File: config.mk
export PLATFORM = sky130hd
export DESIGN_NAME = project_info_tx
export DESIGN_NICKNAME = d
export VERILOG_FILES = /design/src/rtl/project_info_pkg.sv /design/src/rtl/project_info_csum.sv /design/src/rtl/project_info_tx.sv
export SDC_FILE = /design/constraint.sdc
export NUM_CORES = 1
export LEC_CHECK = 0
export ABC_AREA = 1
export ABC_CLOCK_PERIOD_IN_PS = 3000
export CORE_ASPECT_RATIO = 0.7
export CORE_MARGIN = 1.5
export CORE_UTILIZATION = 50
export DETAILED_ROUTE_END_ITERATION = 10
export PLACE_DENSITY = 0.77
export SETUP_SLACK_MARGIN = 0.5
export SYNTH_ARGS = -nofsm -noshare
export SYNTH_HDL_FRONTEND = slang
export SYNTH_SLANG_ARGS = --single-unit
File: constraint.sdc
create_clock -name i_clk -period 3 [get_ports i_clk]
set_clock_uncertainty 0.2 [all_clocks]
set_input_delay 0.9 -clock i_clk [delete_from_list [all_inputs] [get_ports i_clk]]
set_output_delay 0.9 -clock i_clk [all_outputs]
set_load 0.1 [all_outputs]
File: src/rtl/project_info_pkg.sv
// Shared constants, FSM encoding and frame sizing for the
// project info byte streamer.
package project_info_pkg;

  localparam logic [7:0] HEADER_BYTE = 8'hA5;

  typedef enum logic [1:0] {
    IDLE,
    HEADER,
    PAYLOAD,
    CSUM
  } state_t;

  // Header + hash + four version fields + checksum.
  function automatic int frame_bytes(
    input int hash_bits,
    input int field_bits
  );
    return 2 + hash_bits / 8 + 4 * (field_bits / 8);
  endfunction

endpackage

File: src/rtl/project_info_csum.sv
// Running mod-256 sum of every byte handed to the sink
// ahead of the checksum byte.
module project_info_csum (
  input  logic       clk,
  input  logic       rst,
  input  logic       clr,
  input  logic       add,
  input  logic [7:0] din,
  output logic [7:0] sum
);

  logic [7:0] sum_q;

  always_ff @(posedge clk) begin
    if (rst) begin
      sum_q <= 8'h00;
    end else if (clr) begin
      sum_q <= 8'h00;
    end else if (add) begin
      sum_q <= sum_q + din;
    end
  end

  assign sum = sum_q;

endmodule

File: src/rtl/project_info_tx.sv
// Streams a header, snapshotted hash/version fields and a
// checksum out over a valid/ready byte interface.
module project_info_tx
  import project_info_pkg::*;
#(
  parameter int COMMIT_HASH_DEPTH = 32,
  parameter int DEPTH             = 8
) (
  input  logic                         i_clk,
  input  logic                         i_rst,
  input  logic [COMMIT_HASH_DEPTH-1:0] i_commit_hash,
  input  logic [DEPTH-1:0]             i_major,
  input  logic [DEPTH-1:0]             i_minor,
  input  logic [DEPTH-1:0]             i_patch,
  input  logic [DEPTH-1:0]             i_build,
  input  logic                         i_req,
  output logic                         o_busy,
  output logic [7:0]                   o_tdata,
  output logic                         o_tvalid,
  input  logic                         i_tready,
  output logic                         o_tlast,
  output logic                         o_done
);

  localparam int PAY_BYTES =
    frame_bytes(COMMIT_HASH_DEPTH, DEPTH) - 2;
  localparam int PAY_BITS = PAY_BYTES * 8;
  localparam int CNT_W =
    (PAY_BYTES > 1) ? $clog2(PAY_BYTES) : 1;
  localparam logic [CNT_W-1:0] LAST_IDX =
    CNT_W'(PAY_BYTES - 1);

  state_t              state_q;
  state_t              state_d;
  logic [CNT_W-1:0]    cnt_q;
  logic [PAY_BITS-1:0] snap_q;
  logic [7:0]          sum;
  logic                done_q;
  logic                hs;
  logic                accept;
  logic                last_pay;
  logic                csum_add;

  assign hs       = o_tvalid & i_tready;
  assign accept   = (state_q == IDLE) & i_req;
  assign last_pay = (cnt_q == LAST_IDX);
  assign csum_add = hs & ((state_q == HEADER) |
                          (state_q == PAYLOAD));

  always_ff @(posedge i_clk) begin
    if (i_rst) begin
      state_q <= IDLE;
    end else begin
      state_q <= state_d;
    end
  end

  always_comb begin
    state_d = state_q;
    unique case (state_q)
      IDLE:    if (i_req) state_d = HEADER;
      HEADER:  if (hs) state_d = PAYLOAD;
      PAYLOAD: if (hs && last_pay) state_d = CSUM;
      CSUM:    if (hs) state_d = IDLE;
      default: state_d = IDLE;
    endcase
  end

  always_comb begin
    o_tvalid = 1'b0;
    o_tlast  = 1'b0;
    o_busy   = 1'b0;
    o_tdata  = 8'h00;
    unique case (state_q)
      IDLE: begin
        o_tdata = 8'h00;
      end
      HEADER: begin
        o_tvalid = 1'b1;
        o_busy   = 1'b1;
        o_tdata  = HEADER_BYTE;
      end
      PAYLOAD: begin
        o_tvalid = 1'b1;
        o_busy   = 1'b1;
        o_tdata  = snap_q[PAY_BITS-1 -: 8];
      end
      CSUM: begin
        o_tvalid = 1'b1;
        o_busy   = 1'b1;
        o_tlast  = 1'b1;
        o_tdata  = sum;
      end
      default: begin
        o_tdata = 8'h00;
      end
    endcase
  end

  // Snapshot is shifted so the next payload byte is always on top.
  always_ff @(posedge i_clk) begin
    if (i_rst) begin
      cnt_q  <= '0;
      snap_q <= '0;
    end else if (accept) begin
      cnt_q  <= '0;
      snap_q <= {i_commit_hash, i_major, i_minor,
                 i_patch, i_build};
    end else if (hs && state_q == PAYLOAD) begin
      cnt_q  <= cnt_q + CNT_W'(1);
      snap_q <= {snap_q[PAY_BITS-9:0], 8'h00};
    end
  end

  always_ff @(posedge i_clk) begin
    if (i_rst) begin
      done_q <= 1'b0;
    end else begin
      done_q <= hs & (state_q == CSUM);
    end
  end

  assign o_done = done_q;

  project_info_csum u_csum (
    .clk (i_clk),
    .rst (i_rst),
    .clr (accept),
    .add (csum_add),
    .din (o_tdata),
    .sum (sum)
  );

endmodule

== Word-level counts from Yosys, hierarchy flattened ==
Index checks and enable logic that the tools add are counted.
Storage, ports and cells
  bits in registers: 78
  bits in latches: 0
  memory bits (writable): 0
  ROM bits: 0
  bits of input ports: 68
  output and inout bits: 12
  logic and storage cells: 37
  memories kept: 0
Cells by class
  add/sub/neg operators: 2
  multiply operators: 0
  divide/modulo/power cells: 0
  order comparisons: 0
  equal/unequal tests: 8
  shifts and indexed selects: 0
  multiplexer cells: 10
  bitwise logic cells: 5
  reductions and logical operators: 7
Operators with widths (count)
  2-to-1 mux 64 bit: 2
  one-hot mux 8 bit (4 select lines): 1
  adder 8 bit: 1
  2-to-1 mux 2 bit: 4
  inequality test 2 bit, second input constant: 4
  one-hot mux 2 bit (4 select lines): 1
  AND 1 bit: 4
  == test 2 bit, second input constant: 2
  AND reduction 4 bit: 1
  adder 3 x 1 -> 3 bit, second input constant: 1
  == test 3 bit, second input constant: 1
  OR reduction 3 bit: 1
  == test 2 x 1 -> 1 bit, second input constant: 1
  logical AND 1 bit: 2
  zero test 2 bit: 1
  2-to-1 mux 1 bit: 2
  nonzero test 2 bit: 1
  OR reduction 2 bit: 1
  bitwise OR 1 bit: 1

== Longest topological paths before layout ==
  depth in word-level cells: 7
  gate-level depth with buffers: 16
  depth with buffers taken out: 15

== Hierarchy ==
From an unflattened synthesis, not the netlist that was laid out.
Unflattened totals
  cell total of the unflattened synthesis: 635
  area total of the unflattened synthesis: 4436.8 um2
Modules (own cells, without submodules)
  project_info_tx: times used 1, cells an instance 539, area each 3762.4 um2, sequential area each 1401.3 um2
  project_info_csum: times used 1, cells an instance 96, area each 674.4 um2, sequential area each 160.2 um2

== Worst setup path after synthesis ==
Ideal clock, no wire load.
  path type: flip-flop to flip-flop
  start: reg state_q[1]
  end: reg u_csum.sum_q[6] (netlist: u_csum.sum[6])
  library setup time: 109 ps
  arrival time: 4201 ps
  required time: 2691 ps
  slack: -1510 ps
  stages on the path, launching flop included: 13
  buffers on the path: 1
  period minus slack after synthesis: 4510 ps
  cell sequence: dfxtp_1 -> ha_1 -> clkbuf_1 -> nand2_1 -> a21oi_1 -> ha_1 -> a21oi_1 -> nand2b_1 -> nand3_1 -> nand2_1 -> nand3_1 -> nand2_1 -> inv_1
Between the ends
  elaborated cells on any way between the ends: 13
  classes of those cells: 1 x add/sub; 3 x eq/ne; 2 x mux; 4 x bitwise; 3 x reduce/logical
RTL lines
  start: declaration: line project_info_tx.sv:33  | state_t state_q;
  start signal: assignment: line project_info_tx.sv:54  | state_q <= state_d;
  == test 2 bit (tied with other cells): line project_info_tx.sv:74  | unique case (state_q)
  one-hot mux 8 bit (4 select lines) (*): line project_info_tx.sv:74
  named net o_tdata[3]: line project_info_tx.sv:18  | output logic [7:0] o_tdata,
  adder 8 bit (*): line project_info_csum.sv:20  | sum_q <= sum_q + din;
  end signal: assignment: line project_info_csum.sv:20
  end: declaration: line project_info_csum.sv:12  | logic [7:0] sum_q;
Mark *: on every way through the listed nets, which the timed path passes. The rest lies on a longest branch.
A chain may end at the register's enable or synchronous reset.

== Final worst setup path ==
  start: reg state_q[0]
  end: out o_tdata[2]
Between the ends
  cells in the longest elaborated chain, start to end: 2
  elaborated cells on any way between the ends: 5
  classes of those cells: 3 x eq/ne; 1 x mux; 1 x reduce/logical
RTL lines (line)
  == test 2 bit (tied with other cells): project_info_tx.sv:74
  one-hot mux 8 bit (4 select lines) (*): project_info_tx.sv:74
  end: declaration: project_info_tx.sv:18
Mark *: on every way between the ends. The rest lies on a longest branch, timed or not.

==> out/qor.txt <==
Post-route antenna net violation count: 0
Starting Density: 52.17%
Post-synth top area cell: dfxtp_1
Synth Instances: 518
Achievable frequency: 372.3 MHz
Gr ovfl total: 0
Aggregate global-route resource usage: 25.42%
Via count: 3926
Post-DP HPWL: 7062 um
Share of layout cells above drive strength 1: 27.24%
Total Wirelength: 11270 um
Num CTS Buffers: 9
Worst skew pair latency: 0.34 ns
WS Path Type: reg -> out
Hold WS: 0.2725 ns
Post-synthesis mux area share: 0%
Number of synthesized flops with an enable pin: 0
Core area: 0.007973 mm2
Starting DRT DRC Count: 316
Residual DRC: 6
Post-synthesis adder-cell area fraction: 4.693%
Rel. slew slack: 71.98%
Final hold violation count: 0
Final worst-path cycle share: 89.53%
First-pass GRT wire length: 17800 um
# setup viols final: 0
Die span in x: 112.0 um
Synth Area in Compound Gates: 24.61%
Vias in the first global route: 3717
# nets final: 691
Status: complete, but fails checks
CTS Buffer Depth: 2
Largest net degree at the start of global routing: 68
Distinct cells, synth: 31
H-tree lvl count: 3
Syn_area_per_cell: 8.029 um2
Hold Buf Count CTS: 0
Area share of the largest cell type after synthesis: 37.55%
Final RePlAce weighted congestion: 0.8055
Synth Flop Type: dfxtp_1
Post-layout instance area: 0.005909 mm2
Final critical-path required period: 2.686 ns
Largest family of logic cells by synthesized area: simple AND/OR/NAND/NOR gates
Synth Area in Simple Gates: 24.85%
Post-Synth XOR/XNOR Area: 0.6318%
Clock-pin slew on the worst setup and hold paths: 0.06 ns
Antenna cell count: 0
Post-synthesis sequential area ratio: 37.55%
Worst EP required: 1.90 ns
Post-Syn Area: 0.004159 mm2
Top post-synthesis cells by area: dfxtp_1 38%, a311oi_2 18%, nand2_1 16%
Area grow syn2layout: 42.09%
Top cells by count, synth: 182 x nand2_1, 78 x dfxtp_1, 60 x nor2_1
Syn. warnings: 0
Critical path launch point type: register
Num rows: 27
CTS Sinks: 78
Fin. max-slew vios: 0
I/O pin cnt: 80
Max VDD drop: 347.5 uV
CP Max Fanout: 4
Worst-margin pin slew: 0.4202 ns
DIE HEIGHT: 79.31 um
Die area: 0.008883 mm2
Yosys reg bits: 78
LEAKAGE: 2.261 nW
RSZ-0062 raised after global routing: true
Router iterations before antenna repair: 8
Hold Crit Class: reg -> reg
Count leader, synth: nand2_1
CP endpoint kind: output pin
Worst Hold Depth: 2
I/O Buffers: 79
Async S/R FF share, synth: 0%
Max-Cap Viols: 0
Vias/cell: 5.499
Synthesized Nets: 601
Initial antenna violation count: 0
Cell Pwr Density: 863.8 mW/mm2
Fin util: 74.12%
Clock root buffer: clkbuf_16
CTS tree: yes
Worst path arrival time: 1.59 ns
Avg WL per Cell: 15.79 um
Reg2reg path depth: 15
Failing checks: design-rule violations
Area after DPL: 0.005278 mm2
Accumulated negative setup slack: 0 ns
cell families (layout without fill, tap and decap cells):
| kind of cell | count (synthesis) | after routing |
|---|---|---|
| and+or+nand+nor | 262 | 262 |
| buffers and inverters | 64 | 159 |
| DFF | 78 | 78 |
| xor gates and xnor gates | 3 | 3 |
| AOI/OAI and AO/OA | 96 | 96 |
| adders and majority gates | 15 | 15 |
per-stage QoR:
stage	total power, mW	worst slack [ns]	cells
2_1_floorplan	3.220	0.2311	518
3_3_place_gp	3.716	0.3048	672
3_5_place_dp	3.782	0.2242	672
4_1_cts	5.014	0.3190	705
5_1_grt	5.372	0.2651	714
6_report	5.104	0.3141	714
power breakdown:
group	internal, mW	switching, mW
Clock	0.618	0.441
Combinational	0.980	1.48
Sequential	1.36	0.227
cells in the final DEF (no fill, tap or decap), types with 11 or more instances in the layout:
master,synthesis,routed
buf_12,0,16
nor2_1,60,59
buf_4,4,31
clkdlybuf4s50_1,0,66
nand2_2,0,11
a311oi_2,50,50
nand3_1,12,11
nand2_1,182,164
a21oi_1,25,17
inv_1,24,19
dfxtp_1,78,76
metal layers:
layer  GRT usage [%]  share of wire, %  up-vias
met5               0                 0        -
met4           8.481               2.5        0
met3           5.954               6.0       36
met2           42.47                47      134
met1           32.73                45     1830
li1                -                 -     1926
worst max-delay path, stage by stage (launching register included):
cell,delay (ns)
dfxtp_4,0.39
inv_4,0.05
ha_4,0.16
buf_6,0.12
a22o_1,0.21
nand2_2,0.07
nand2_4,0.06
buf_12,0.18
area by class of cell:
| class | instances | area (um2) |
|---|---|---|
| multi-input cells | 376 | 2560 |
| fillers | 572 | 2063 |
| flip-flops and latches | 78 | 1569 |
| repair buffers | 116 | 1247 |
| clock buffers | 13 | 261.5 |
| well taps | 101 | 126.4 |
| inverters | 27 | 118.9 |
| clock inverters | 3 | 26.28 |
worst paths after layout:
path / from / to / slack (ns)
setup / recovery: state_q[0]$_SDFFE_PP0P_ / o_tdata[2] / 0.31
hold / removal: snap_q[1]$_SDFFE_PP0P_ / snap_q[1]$_SDFFE_PP0P_ / 0.27
hold reg to reg: snap_q[1]$_SDFFE_PP0P_ / snap_q[1]$_SDFFE_PP0P_ / 0.27
setup reg to reg: state_q[0]$_SDFFE_PP0P_ / u_csum.sum[6]$_SDFFE_PP0P_ / 0.51
state kept, by name (all words and copies together) (netlist names):
name / cells
o_done: 1
state_q: 2
snap_q: 64
u_csum.sum: 8
cnt_q: 3
repair_timing:
action,CTS,global route
pin swaps,8,6
endpoints found under the setup margin,17,18
gates resized for setup,21,17
buffers inserted,17,9
Power figures use the tool's default switching activity.
